$ cat config.mk
export PLATFORM = sky130hd
export DESIGN_NAME = reg_serializer_64_flat
export DESIGN_NICKNAME = d
export VERILOG_FILES = /design/src/rtl/reg_serializer_64_pkg.sv /design/src/rtl/reg_serializer_64_if.sv /design/src/rtl/reg_serializer_64_counter.sv /design/src/rtl/reg_serializer_64.sv /design/src/flat_wrapper.sv
export SDC_FILE = /design/constraint.sdc
export NUM_CORES = 1
export LEC_CHECK = 0
export ABC_CLOCK_PERIOD_IN_PS = 4410
export CORE_ASPECT_RATIO = 1.1
export CORE_MARGIN = 5
export CORE_UTILIZATION = 50
export DETAILED_ROUTE_END_ITERATION = 7
export HOLD_SLACK_MARGIN = 0.03
export PLACE_DENSITY_LB_ADDON = 0.08
export SKIP_LAST_GASP = 1
export SLEW_MARGIN = 0
export SYNTH_ARGS = -nofsm -noshare
export SYNTH_HDL_FRONTEND = slang
export SYNTH_SLANG_ARGS = --single-unit
$ cat constraint.sdc
create_clock -name clk -period 4.41 [get_ports clk]
set_input_delay 0.882 -clock clk [delete_from_list [all_inputs] [get_ports clk]]
set_output_delay 0.882 -clock clk [all_outputs]
set_load 0.05 [all_outputs]
$ cat src/rtl/reg_serializer_64_pkg.sv
`default_nettype none
// ============================================================================
// Module      : reg_ser_pkg
// Description : Shared types and constants for the reg_serializer_64 slice:
//               FSM state encoding, default word width, counter width helper.
// Revision    : 1.0 - initial release
// ============================================================================
package reg_ser_pkg;

    // Default parallel word width.
    localparam int DEFAULT_WIDTH = 64;

    // Serializer states. PARITY is only entered when SER_PARITY_EN is defined.
    typedef enum logic [1:0] {
        IDLE   = 2'd0,
        SHIFT  = 2'd1,
        PARITY = 2'd2
    } ser_state_e;

    // Bit counter width: must represent 0..width.
    function automatic int cnt_width(input int width);
        return $clog2(width + 1);
    endfunction

endpackage : reg_ser_pkg
`default_nettype wire

$ cat src/rtl/reg_serializer_64_if.sv
`default_nettype none
// ============================================================================
// Module      : reg_serializer_64_if
// Description : Load handshake, serial stream and status signals of the
//               64-bit register serializer. The slave modport is the
//               serializer; the master modport is its upstream/downstream.
// Revision    : 1.0 - initial release
// ============================================================================
interface reg_serializer_64_if
    import reg_ser_pkg::*;
#(
    parameter int WIDTH = DEFAULT_WIDTH
) ();

    logic [WIDTH-1:0] data_in;
    logic             load_valid;
    logic             load_ready;
    logic             ser_out;
    logic             ser_valid;
    logic             ser_ready;
    logic             ser_last;
    logic             busy;
    logic             done;

    modport master (
        output data_in,
        output load_valid,
        output ser_ready,
        input  load_ready,
        input  ser_out,
        input  ser_valid,
        input  ser_last,
        input  busy,
        input  done
    );

    modport slave (
        input  data_in,
        input  load_valid,
        input  ser_ready,
        output load_ready,
        output ser_out,
        output ser_valid,
        output ser_last,
        output busy,
        output done
    );

endinterface : reg_serializer_64_if
`default_nettype wire

$ cat src/rtl/reg_serializer_64_counter.sv
`default_nettype none
// ============================================================================
// Module      : ser_bit_counter
// Description : Beat counter for the serializer. Synchronous clear has
//               priority over enable; tc flags count == TERM.
// Revision    : 1.0 - initial release
// ============================================================================
module ser_bit_counter #(
    parameter int CNT_W = 7,
    parameter int TERM  = 63
) (
    input  logic             clk,
    input  logic             rst,
    input  logic             clr,
    input  logic             en,
    output logic [CNT_W-1:0] count,
    output logic             tc
);

    logic [CNT_W-1:0] cnt_q;
    logic [CNT_W-1:0] cnt_d;

    // Next count: clear wins, otherwise step on enable.
    always_comb begin
        cnt_d = cnt_q;
        if (clr) begin
            cnt_d = '0;
        end else if (en) begin
            cnt_d = cnt_q + 1'b1;
        end
    end

    // Count register with asynchronous reset.
    always_ff @(posedge clk or posedge rst) begin
        if (rst) begin
            cnt_q <= '0;
        end else begin
            cnt_q <= cnt_d;
        end
    end

    assign count = cnt_q;
    assign tc    = (cnt_q == CNT_W'(TERM));

endmodule : ser_bit_counter
`default_nettype wire

$ cat src/rtl/reg_serializer_64.sv
`default_nettype none
// ============================================================================
// Module      : reg_serializer_64
// Description : Accepts a parallel word on a valid/ready load handshake and
//               shifts it out one bit per accepted beat on a serial
//               valid/ready stream. All outputs are registered.
//               Optional macro SER_PARITY_EN appends an even-parity beat.
// Revision    : 1.0 - initial release
// ============================================================================
module reg_serializer_64
    import reg_ser_pkg::*;
#(
    parameter int WIDTH     = DEFAULT_WIDTH,
    parameter bit MSB_FIRST = 1'b1
) (
    input  logic               clk,
    input  logic               rst,
    reg_serializer_64_if.slave bus
);

    localparam int c_CNT_W = cnt_width(WIDTH);
`ifndef SER_PARITY_EN
    // Counter value one beat before the last data beat.
    localparam logic [c_CNT_W-1:0] c_PRE_TERM = c_CNT_W'(WIDTH - 2);
`endif

    ser_state_e       state_q, state_d;
    logic [WIDTH-1:0] sr_q, sr_d;
    logic             ser_out_q, ser_out_d;
    logic             ser_valid_q, ser_valid_d;
    logic             ser_last_q, ser_last_d;
    logic             busy_q, busy_d;
    logic             done_q, done_d;
    logic             load_ready_q, load_ready_d;
`ifdef SER_PARITY_EN
    logic             parity_q, parity_d;
`endif

    logic [WIDTH-1:0]   w_shifted;
    logic               w_load;
    logic               w_accept;
    logic               w_cnt_clr;
    logic               w_cnt_en;
    logic               w_cnt_tc;
    logic [c_CNT_W-1:0] w_cnt;

    // Bit presented at the output end of a shift-register value.
    function automatic logic out_bit(input logic [WIDTH-1:0] v);
        return MSB_FIRST ? v[WIDTH-1] : v[0];
    endfunction

    // Shift direction is toward the output end.
    generate
        if (MSB_FIRST) begin : g_msb_first
            assign w_shifted = {sr_q[WIDTH-2:0], 1'b0};
        end else begin : g_lsb_first
            assign w_shifted = {1'b0, sr_q[WIDTH-1:1]};
        end
    endgenerate

    assign w_load   = bus.load_valid && load_ready_q;
    assign w_accept = ser_valid_q && bus.ser_ready;

    ser_bit_counter #(
        .CNT_W (c_CNT_W),
        .TERM  (WIDTH - 1)
    ) u_cnt (
        .clk   (clk),
        .rst   (rst),
        .clr   (w_cnt_clr),
        .en    (w_cnt_en),
        .count (w_cnt),
        .tc    (w_cnt_tc)
    );

    // Next-state and next-output computation for the serializer FSM.
    always_comb begin
        state_d    = state_q;
        sr_d       = sr_q;
        ser_last_d = ser_last_q;
        done_d     = 1'b0;
        w_cnt_clr  = 1'b0;
        w_cnt_en   = 1'b0;
`ifdef SER_PARITY_EN
        parity_d   = parity_q;
`endif
        case (state_q)
            IDLE: begin
                if (w_load) begin
                    state_d    = SHIFT;
                    sr_d       = bus.data_in;
                    w_cnt_clr  = 1'b1;
                    ser_last_d = 1'b0;
`ifdef SER_PARITY_EN
                    // Parity taken from the word as loaded, not the shifter.
                    parity_d   = ^bus.data_in;
`endif
                end
            end
            SHIFT: begin
                if (w_accept) begin
                    sr_d     = w_shifted;
                    w_cnt_en = 1'b1;
                    if (w_cnt_tc) begin
`ifdef SER_PARITY_EN
                        state_d    = PARITY;
                        ser_last_d = 1'b1;
`else
                        state_d    = IDLE;
                        done_d     = 1'b1;
                        ser_last_d = 1'b0;
`endif
                    end else begin
`ifdef SER_PARITY_EN
                        ser_last_d = 1'b0;
`else
                        ser_last_d = (w_cnt == c_PRE_TERM);
`endif
                    end
                end
            end
`ifdef SER_PARITY_EN
            PARITY: begin
                if (w_accept) begin
                    state_d    = IDLE;
                    done_d     = 1'b1;
                    ser_last_d = 1'b0;
                end
            end
`endif
            default: begin
                state_d    = IDLE;
                ser_last_d = 1'b0;
            end
        endcase

        ser_valid_d  = (state_d != IDLE);
        busy_d       = (state_d != IDLE);
        load_ready_d = (state_d == IDLE);
        ser_out_d    = out_bit(sr_d);
`ifdef SER_PARITY_EN
        if (state_d == PARITY) begin
            ser_out_d = parity_d;
        end
`endif
    end

    // State and registered outputs, asynchronous reset to idle values.
    always_ff @(posedge clk or posedge rst) begin
        if (rst) begin
            state_q      <= IDLE;
            sr_q         <= '0;
            ser_out_q    <= 1'b0;
            ser_valid_q  <= 1'b0;
            ser_last_q   <= 1'b0;
            busy_q       <= 1'b0;
            done_q       <= 1'b0;
            load_ready_q <= 1'b1;
`ifdef SER_PARITY_EN
            parity_q     <= 1'b0;
`endif
        end else begin
            state_q      <= state_d;
            sr_q         <= sr_d;
            ser_out_q    <= ser_out_d;
            ser_valid_q  <= ser_valid_d;
            ser_last_q   <= ser_last_d;
            busy_q       <= busy_d;
            done_q       <= done_d;
            load_ready_q <= load_ready_d;
`ifdef SER_PARITY_EN
            parity_q     <= parity_d;
`endif
        end
    end

    assign bus.ser_out    = ser_out_q;
    assign bus.ser_valid  = ser_valid_q;
    assign bus.ser_last   = ser_last_q;
    assign bus.busy       = busy_q;
    assign bus.done       = done_q;
    assign bus.load_ready = load_ready_q;

endmodule : reg_serializer_64
`default_nettype wire

$ cat src/flat_wrapper.sv
// flat-port wrapper written by rule: the top's interface ports become plain ports
module reg_serializer_64_flat import reg_ser_pkg::*;
#(
    parameter int WIDTH     = DEFAULT_WIDTH,
    parameter bit MSB_FIRST = 1'b1
)
  (clk, rst, bus_data_in, bus_load_valid, bus_ser_ready, bus_load_ready, bus_ser_out, bus_ser_valid, bus_ser_last, bus_busy, bus_done);
  reg_serializer_64_if #(.WIDTH(WIDTH)) bus_i ();
  input  logic clk;
  input  logic rst;
  input wire logic [$bits(bus_i.data_in)-1:0] bus_data_in;
  input wire logic [$bits(bus_i.load_valid)-1:0] bus_load_valid;
  input wire logic [$bits(bus_i.ser_ready)-1:0] bus_ser_ready;
  output wire logic [$bits(bus_i.load_ready)-1:0] bus_load_ready;
  output wire logic [$bits(bus_i.ser_out)-1:0] bus_ser_out;
  output wire logic [$bits(bus_i.ser_valid)-1:0] bus_ser_valid;
  output wire logic [$bits(bus_i.ser_last)-1:0] bus_ser_last;
  output wire logic [$bits(bus_i.busy)-1:0] bus_busy;
  output wire logic [$bits(bus_i.done)-1:0] bus_done;
  assign bus_i.data_in = bus_data_in;
  assign bus_i.load_valid = bus_load_valid;
  assign bus_i.ser_ready = bus_ser_ready;
  assign bus_load_ready = bus_i.load_ready;
  assign bus_ser_out = bus_i.ser_out;
  assign bus_ser_valid = bus_i.ser_valid;
  assign bus_ser_last = bus_i.ser_last;
  assign bus_busy = bus_i.busy;
  assign bus_done = bus_i.done;
  reg_serializer_64 #(.WIDTH(WIDTH), .MSB_FIRST(MSB_FIRST)) u_core (.clk(clk), .rst(rst), .bus(bus_i));
endmodule
Yosys cells after proc, flatten, opt, wreduce, memory -nomap -nowiden
Index checks and enable logic that the tools add are counted.
- memories: 0
- latch bits: 0
- ROM bits: 0
- flip-flop bits (word level): 77
- bits in writable memories: 0
- output and inout port bits: 6
- bits of input ports: 68
- divide/modulo/power cells: 0
- shifts and indexed selects: 0
- mux-type cells: 20
- $add $sub $neg: 1
- equal/unequal tests: 5
- $mul: 0
- bitwise gates (word level): 0
- reduce and logical (&&, ||, !) cells: 9
- $lt $le $gt $ge: 0
- operators by type and width (kind ; number):
    2-to-1 mux 64 bit ; 2
    case mux 64 bit (2 select lines) ; 1
    equality test 7 x 6 -> 1 bit (second input constant) ; 2
    2-to-1 mux 7 bit ; 2
    2-to-1 mux 1 bit ; 10
    adder 7 x 1 -> 7 bit (second input constant) ; 1
    2-to-1 mux 2 bit ; 3
    nonzero test 2 bit ; 3
    zero test 2 bit ; 2
    inequality test 2 x 1 -> 1 bit (second input constant) ; 2
    case mux 2 bit (2 select lines) ; 1
    AND reduction 3 bit ; 1
    equality test 2 x 1 -> 1 bit (second input constant) ; 1
    logical AND 1 bit ; 2
    case mux 1 bit (2 select lines) ; 1
    AND reduction 2 bit ; 1

Logic depth before layout (Yosys ltp)
Gate-level depths: netlist of run 1.
- depth in word-level cells: 5
- depth in mapped cells: 5

Hierarchy
A second synthesis of run 1 with hierarchy kept.
- cell total of the unflattened synthesis: 341
- area, all modules: 3627.2 µm²
- modules (own cells, without submodules) (module ; sequential area each (µm²) ; area each (µm²) ; cells each ; instances):
    reg_serializer_64 ; 1752.9 ; 3299.4 ; 310 ; 1
    ser_bit_counter ; 175.2 ; 327.8 ; 31 ; 1

Worst setup path after synthesis of run 1
Ideal clock, no wire load.
- path type: input port to flip-flop
- from: input port bus_ser_ready
- to: register u_core.sr_q[10]
- data arrival time: 1889 ps
- stages on the path: 4
- required time: 4285 ps
- setup slack: 2396 ps
- setup time: 125 ps
- buffers on the path: 1
- path through: nand3_2 a21oi_4 buf_8 mux2_2
- longest elaborated chain between the ends: 3
- RTL lines (element ; RTL line ; source):
    start, declared ; flat_wrapper.sv:13 ; input wire logic [$bits(bus_i.ser_ready)-1:0] bus_ser_ready;
    logical AND 1 bit ; reg_serializer_64.sv:62 ; assign w_accept = ser_valid_q && bus.ser_ready;
    inequality test 2 x 1 -> 1 bit (no source line) ; -- ;
    AND reduction 3 bit (no source line) ; -- ;
    end signal, assigned ; reg_serializer_64.sv:164 ; sr_q <= sr_d;
    end, declared ; reg_serializer_64.sv:28 ; logic [WIDTH-1:0] sr_q, sr_d;
No other way between the ends.
A chain may end at the register's enable or synchronous reset.

Worst setup path after layout of run 1
- from: register u_core.load_ready_q (netlist: u_core.bus.load_ready)
- to: output port bus_load_ready
- RTL lines (element ; RTL line ; source):
    start, declared ; reg_serializer_64.sv:34 ; logic load_ready_q, load_ready_d;
    start signal, assigned ; reg_serializer_64.sv:170 ; load_ready_q <= load_ready_d;
    end, declared ; flat_wrapper.sv:14 ; output wire logic [$bits(bus_i.load_ready)-1:0] bus_load_ready;
No word-level cell between the ends.

==> metrics.txt, run 1 <==
CTS H-tree lvls 3; slew margin rel. 0.329; Final setup viols 0; final antenna diode count 0; Via density 5.06; Max Cap Viol 0; CP top delay family buffers and inverters; register area 1930 sq um; Mean Syn Cell Area 14.9 sq um; Filler Cell Count 658; most frequent cells in the layout 100 x mux2_2, 76 x dfrtp_1, 73 x clkdlybuf4s50_1; max frequency 378 MHz; dpl hpwl 4410 um; outcome finished clean; hold slack final 502 ps; Post-Syn Area 3950 sq um; WL final 6600 um; slowest cell on the critical path clkdlybuf4s50_1; unrepaired setup endpoints after global routing false; GR Layer Usage met2 0.234; Core Box Area 7830 sq um; initial core utilization 0.505; crit start category flip-flop; final setup TNS 0 ps; Syn-to-layout area delta 23.6%; Nets 408; Top Usage Layer GRT met2; slew at the pin with the worst max-slew slack 1010 ps; global route overflow 0; # hold bufs at CTS 0; M3 GR Usage 0.0420; final hold vios 0; GPL Wtd Cong 0.700; clock buffers created by TritonCTS 9; clk slew on worst S/H paths 80 ps; io pins 74; commonest non-fill, non-tap cell in the layout mux2_2; chip width 94.8 um; critical path's largest stage delay 840 ps; Power Density 464 nW/um^2; initial drt markers 83; Leakage 2.02 nW; vias in the first global route 2,377; largest net degree at the start of global routing 65; clk buf depth 2; peak supply drop 0.309 mV; Final Total Pwr 2.27 mW; sequential share of the synthesized area 0.488; minimum clock period 2640 ps; Crit path arrival time 1760 ps; gr usage total 0.146; footprint of the multi-input gates 1820 sq um; Post-CTS Setup Bufs 0; Cell variety after synth 36; Antenna Nets Post-Route 0; WP data required 3530 ps; Main synth FF type dfrtp_1; Hold Crit Class flip-flop to flip-flop; syn_nets 336; DRC viols 0; # resized after CTS 0; critical path endpoint category output port; CTS root buffer clkbuf_8; CP Cell Sequence clkdlybuf4s50_1; total vias in the final route 2,282; clk sinks 77; First-pass DRT Iterations 4; FFs w/ async S/R, synth 1.00; initial antenna violation count 0; Cell Count, Final, Fillers Out 451; final clock skew 10.1 ps; CTS tree yes; max-slew violations 0; Max FO, Critical Path 4; first-pass GRT wire length 11,100 um; WL/cell 14.6 um; crit share post-route 0.599; dpl cells 435; port bufs 73; Rows 34; Mapped Cells 266; met1 usage in global routing 0.190; Clock Latency Late Sink 340 ps; number of enable flip-flop cells after synthesis 0; die height 103 um; kind of critical path flip-flop to output port; Seq cells post-synth 77; Buf/Inv on CP 1; layout cell share with drive strength beyond 1 0.429; Synth Warn # 0; Die ar. 9790 sq um
## synthesized netlist by cell type, types with 3 or more instances
library cell / number / area share
mux2_2: 100 / 0.28
dfrtp_1: 76 / 0.48
mux2_4: 20 / 0.076
buf_6: 8 / 0.023
mux2_1: 6 / 0.017
nand2_1: 6 / 0.0057
o21ai_0: 5 / 0.0063
a21oi_1: 4 / 0.0051
buf_8: 4 / 0.015
inv_1: 3 / 0.0028
nor3_1: 3 / 0.0038
## metrics by stage
| stage | area (sq um) | setup slack (ps) | utilization |
|---|---|---|---|
| 5_1_grt | 4880 | 1710 | 0.624 |
| 3_5_place_dp | 4650 | 1420 | 0.594 |
| 6_report | 4880 | 1770 | 0.624 |
| 4_1_cts | 4880 | 1740 | 0.624 |
| 3_3_place_gp | 4650 | 1460 | 0.594 |
| 2_1_floorplan | 3950 | 1560 | - |
## report_power, final
part           internal [mW]  leakage (nW)  switching (mW)
combinational          0.386         0.977           0.179
sequential             0.960         0.928           0.129
clock                  0.366         0.116           0.248
total                   1.71          2.02           0.556
## worst paths after layout
path	startpoint	to	slack [ps]	cells after the start
max in group asynchronous	rst	u_core.sr_q[16]	2530	3
worst max register to register	u_core.state_q[1]	u_core.sr_q[27]	2050	4
worst min register to register	u_core.sr_q[61]	u_core.sr_q[61]	500	1
worst min-delay path	u_core.sr_q[61]	u_core.sr_q[61]	500	1
min in group asynchronous	rst	u_core.sr_q[51]	1070	2
worst max-delay path	u_core.bus.load_ready	bus_load_ready	1770	1
## metal layers
layer  routed length (um)  vias up
met5                    0        -
met4                   82        0
met3                  366        5
met2                 3170       48
met1                 2980     1126
li1                     -     1103
## cell type report
class | instances | share of cell area
repair buffers | 76 | 0.154
clock buffers | 13 | 0.0346
flip-flops and latches | 77 | 0.395
inverters | 3 | 0.00256
clock inverters | 3 | 0.0138
well taps | 108 | 0.0277
multi-input cells | 171 | 0.372
## flip-flops by register name (all words and copies together), names as in the netlist
name                   flops
u_core.state_q             2
u_core.u_cnt.count         7
u_core.sr_q               64
u_core.bus.ser_last        1
u_core.bus.load_ready      1
u_core.bus.done            1
u_core.bus.ser_valid       1
## kinds of logic after synthesis
family | share of synthesized area
AOI/OAI and AO/OA | 0.0215
xor gates and xnor gates | 0.00222
adders and majority gates | 0.00633
buffers and inverters | 0.0529
DFF | 0.488
muxes | 0.383
other | 0.000949
and+or+nand+nor | 0.0453
No activity file was read; power rests on OpenSTA's default activity.
==> run 2, diff against run 1 <==
- ABC_CLOCK_PERIOD_IN_PS: 4410 -> 2650
- clock period: 4.41 -> 2.65 ns (I/O delays scaled with it)
==> metrics.txt, run 2 (same netlist as run 1, synthesis figures left out) <==
most frequent cells in the layout 100 x mux2_2, 76 x dfrtp_1, 73 x clkdlybuf4s50_1; crit start category flip-flop; max frequency 441 MHz; global route overflow 0 (unchanged); max-slew violations 0 (unchanged); clk sinks 77 (unchanged); critical path's largest stage delay 820 ps (-20 ps); Syn-to-layout area delta 23.0%; initial antenna violation count 0 (unchanged); port bufs 73 (unchanged); CP top delay family buffers and inverters; Post-CTS Setup Bufs 0 (unchanged); CTS root buffer clkbuf_8; Max FO, Critical Path 4 (unchanged); final antenna diode count 0 (unchanged); crit share post-route 0.856; kind of critical path flip-flop to output port; Max Cap Viol 0 (unchanged); Hold Crit Class flip-flop to flip-flop; Clock Latency Late Sink 330 ps (about the same); GPL Wtd Cong 0.706 (+0.80%); Rows 34 (unchanged); # resized after CTS 0 (unchanged); CP Cell Sequence clkdlybuf4s50_1; final hold vios 0 (unchanged); largest net degree at the start of global routing 58 (-11%); WP data required 2120 ps (-1410 ps); final setup TNS 0 ps (unchanged); WL final 6650 um (+0.68%); Die ar. 9790 sq um (unchanged); Power Density 715 nW/um^2 (+54%); CTS H-tree lvls 3 (unchanged); io pins 74 (unchanged); total vias in the final route 2,304 (+0.96%); final clock skew 9.18 ps (-0.964 ps); Nets 412 (+0.98%); First-pass DRT Iterations 4 (unchanged); WL/cell 14.7 um (+0.24%); Reg with most FFs u_core.sr_q; slew at the pin with the worst max-slew slack 606 ps (-400 ps); dpl hpwl 4550 um (+3.1%); clock buffers created by TritonCTS 9 (unchanged); vias in the first global route 2,562 (+7.8%); peak supply drop 0.349 mV (+13%); Final setup viols 0 (unchanged); gr usage total 0.151 (+0.00499); # hold bufs at CTS 0 (unchanged); die height 103 um (unchanged); max reg flops 64 (unchanged); unrepaired setup endpoints after global routing false; slew margin rel. 0.596 (+0.267); chip width 94.8 um (unchanged); DRC viols 0 (unchanged); layout cell share with drive strength beyond 1 0.429 (about the same); Core Box Area 7830 sq um (unchanged); Final Total Pwr 3.47 mW (+53%); initial drt markers 55 (-34%); Via density 5.09 (+0.52%); CTS tree yes; slowest cell on the critical path clkdlybuf4s50_1; minimum clock period 2270 ps; outcome finished clean; Filler Cell Count 661 (+0.46%); commonest non-fill, non-tap cell in the layout mux2_2; Antenna Nets Post-Route 0 (unchanged); footprint of the multi-input gates 1820 sq um (unchanged); clk slew on worst S/H paths 70 ps (about the same); register area 1930 sq um (unchanged); Buf/Inv on CP 1 (unchanged); critical path endpoint category output port; initial core utilization 0.505 (unchanged); first-pass GRT wire length 11,500 um (+4.0%); Crit path arrival time 1740 ps (-20 ps); Leakage 2.02 nW (-0.18%); clk buf depth 2 (unchanged)
## run 2: per-layer routing
layer / vias up / global-route usage / part of all wire / routed length, um
li1: 1107 / - / - / -
met5: - / 0 / 0 / 0
met1: 1139 / 0.186 / 0.46 / 3080
met4: 0 / 0.0633 / 0.015 / 99
met2: 49 / 0.256 / 0.48 / 3160
met3: 9 / 0.0333 / 0.045 / 300
## run 2: worst paths after layout
| check | start | depth (start not counted) | endpoint | slack [ps] |
|---|---|---|---|---|
| min in group asynchronous | rst | 2 | u_core.sr_q[41] | 580 |
| hold reg to reg | u_core.sr_q[24] | 1 | u_core.sr_q[24] | 500 |
| setup reg to reg | u_core.state_q[1] | 4 | u_core.sr_q[14] | 700 |
| setup / recovery | u_core.bus.load_ready | 1 | bus_load_ready | 380 |
| max in group asynchronous | rst | 3 | u_core.sr_q[31] | 1440 |
| hold / removal | u_core.sr_q[24] | 1 | u_core.sr_q[24] | 500 |
## run 2: layout make-up
cell class | count | share of cell area
timing repair buffer | 80 | 0.169
multi-input combinational | 171 | 0.374
clock buffer | 11 | 0.0270
inverter | 3 | 0.00257
sequential | 77 | 0.397
clock inverter | 3 | 0.00309
tap | 108 | 0.0278
## run 2: power breakdown
part	switching (mW)	internal (mW)	total [mW]
Clock	0.381	0.326	0.707
Combinational	0.302	0.655	0.957
Sequential	0.213	1.60	1.81
Total	0.896	2.58	3.47
## run 2: per-stage QoR
step                      hold WS, ps  area, sq um  std cells  utilization  worst slack [ps]
final                             503         4860        453        0.621               382
after global routing              524         4860        453        0.621               320
after CTS                         510         4860        453        0.621               356
after detailed placement          491         4710        439        0.602               385
after global placement            484         4710        439        0.602               421
after floorplan                   471         3950        266            -               155
==> run 3, diff against run 2 <==
- CORE_ASPECT_RATIO: 1.1 -> unset
==> metrics.txt, run 3 (same netlist as run 1, synthesis figures left out) <==
crit start category flip-flop; Net Sw Frac 0.253 (-0.00456); CTS tree yes; initial drt markers 39 (-29%); final clock skew 9.40 ps (+0.223 ps); slew margin rel. 0.650 (+0.0544); peak supply drop 0.379 mV (+8.6%); max frequency 444 MHz (+0.73%); Via density 5.27 (+3.5%); GPL Wtd Cong 0.808 (+15%); P_int 2.71 mW (+5.0%); dpl hpwl 5040 um (+11%); crit share post-route 0.850 (-0.00624); Flop pwr share 0.501 (-0.020); outcome finished clean; slew at the pin with the worst max-slew slack 524 ps (-81.5 ps); CP top delay family buffers and inverters; io pins 74 (unchanged); Reg with most FFs u_core.sr_q; layout cell share with drive strength beyond 1 0.432 (+0.00329); first-pass GRT wire length 12,300 um (+7.0%); Max FO, Critical Path 4 (unchanged); Max Cap Viol 0 (unchanged); First-pass DRT Iterations 4 (unchanged); WL/cell 15.9 um (+8.4%); flop2flop setup slack 700 ps (about the same); critical path endpoint category output port; commonest non-fill, non-tap cell in the layout mux2_2; critical path's largest stage delay 810 ps (about the same); # hold bufs at CTS 0 (unchanged); clock buffers created by TritonCTS 9 (unchanged); chip width 98.9 um (+4.4%); critical path depth in cells 1 (unchanged); clk buf depth 2 (unchanged); vias in the first global route 2,517 (-1.8%); total vias in the final route 2,364 (+2.6%); Antenna Nets Post-Route 0 (unchanged); Clock Latency Late Sink 340 ps (about the same); kind of critical path flip-flop to output port; Critical Path Start u_core.bus.load_ready; CP endpoint bus_load_ready; Core Util, Final 0.635 (+0.0140); Post-CTS Setup Bufs 0 (unchanged); gr usage total 0.157 (+0.00692); initial core utilization 0.511 (+0.00654); # resized after CTS 0 (unchanged); final setup TNS 0 ps (unchanged); WP data required 2120 ps (about the same); slowest cell on the critical path clkdlybuf4s50_1; CP Cell Sequence clkdlybuf4s50_1; Crit path arrival time 1720 ps (-20 ps); Core Box Area 7730 sq um (-1.3%); Final setup viols 0 (unchanged); combinational share of power 0.268 (-0.007); Psw 918 uW (+2.5%); Nets 414 (+0.49%); Cell Count, Final, Fillers Out 449 (-0.88%); max reg flops 64 (unchanged); largest net degree at the start of global routing 38 (-34%); final hold vios 0 (unchanged); Leakage 2.05 nW (+1.4%); dpl cells 435 (-0.91%); RR Endpoint u_core.sr_q[56]; Syn-to-layout area delta 24.2%; CTS H-tree lvls 3 (unchanged); most frequent cells in the layout 100 x mux2_2, 76 x dfrtp_1, 73 x clkdlybuf4s50_1; global route overflow 0 (unchanged); die height 98.9 um (-4.2%); unrepaired setup endpoints after global routing false; Die ar. 9780 sq um (about the same); Hold Crit Class flip-flop to flip-flop; Reg2Reg Depth 4 (unchanged); DRC viols 0 (unchanged); minimum clock period 2250 ps (-16.5 ps); clock power share 0.231 (+0.028); final antenna diode count 0 (unchanged); initial antenna violation count 0 (unchanged); max-slew violations 0 (unchanged); Power Density 739 nW/um^2 (+3.4%); Filler Cell Count 623 (-5.7%); WL final 7140 um (+7.5%); clk slew on worst S/H paths 70 ps (about the same); Buf/Inv on CP 1 (unchanged); CTS root buffer clkbuf_8; port bufs 73 (unchanged); Rows 32 (-5.9%); Reg2Reg Launch Point u_core.state_q[1]; clk sinks 77 (unchanged)
-- run 3: worst min-delay path by stage --
stage | from | end | depth (start not counted)
after floorplan | u_core.u_cnt.count[4] | u_core.u_cnt.count[4] | 1
after global placement | u_core.sr_q[59] | u_core.sr_q[59] | 1
after detailed placement | u_core.sr_q[47] | u_core.sr_q[47] | 1
after CTS | u_core.sr_q[61] | u_core.sr_q[61] | 1
after global routing | u_core.sr_q[15] | u_core.sr_q[15] | 1
final | u_core.sr_q[61] | u_core.sr_q[61] | 1
-- run 3: cell type report --
type / count / area [sq um] / area share
clock inverters: 2 / 35.0 / 0.00714
flip-flops and latches: 77 / 1930 / 0.393
inverters: 3 / 12.5 / 0.00255
repair buffers: 82 / 836 / 0.170
clock buffers: 12 / 145 / 0.0296
well taps: 102 / 128 / 0.0260
multi-input cells: 171 / 1820 / 0.371
-- run 3: metrics by stage --
stage	worst slack (ps)	instance area (sq um)	power (mW)	hold WS [ps]
2_1_floorplan	155	3950	2.56	471
3_3_place_gp	421	4730	2.78	482
3_5_place_dp	376	4730	2.83	492
4_1_cts	379	4910	3.68	509
5_1_grt	357	4910	3.84	522
6_report	399	4910	3.63	503
-- run 3: per-layer routing --
metal  up-vias  track usage  wire length, um
li1       1117            -                -
met1      1187        0.208             3210
met2        54        0.243             3440
met3         6       0.0531              404
met4         0       0.0536               88
met5         -            0                0
-- run 3: power by group through the flow --
stage | Combinational, mW | Clock [mW] | Sequential [mW]
floorplan | 0.761 | 0 | 1.80
global placement | 0.952 | 0 | 1.83
detailed placement | 0.986 | 0 | 1.84
CTS | 0.988 | 0.871 | 1.82
global route | 1.06 | 0.911 | 1.88
finish | 0.971 | 0.839 | 1.82
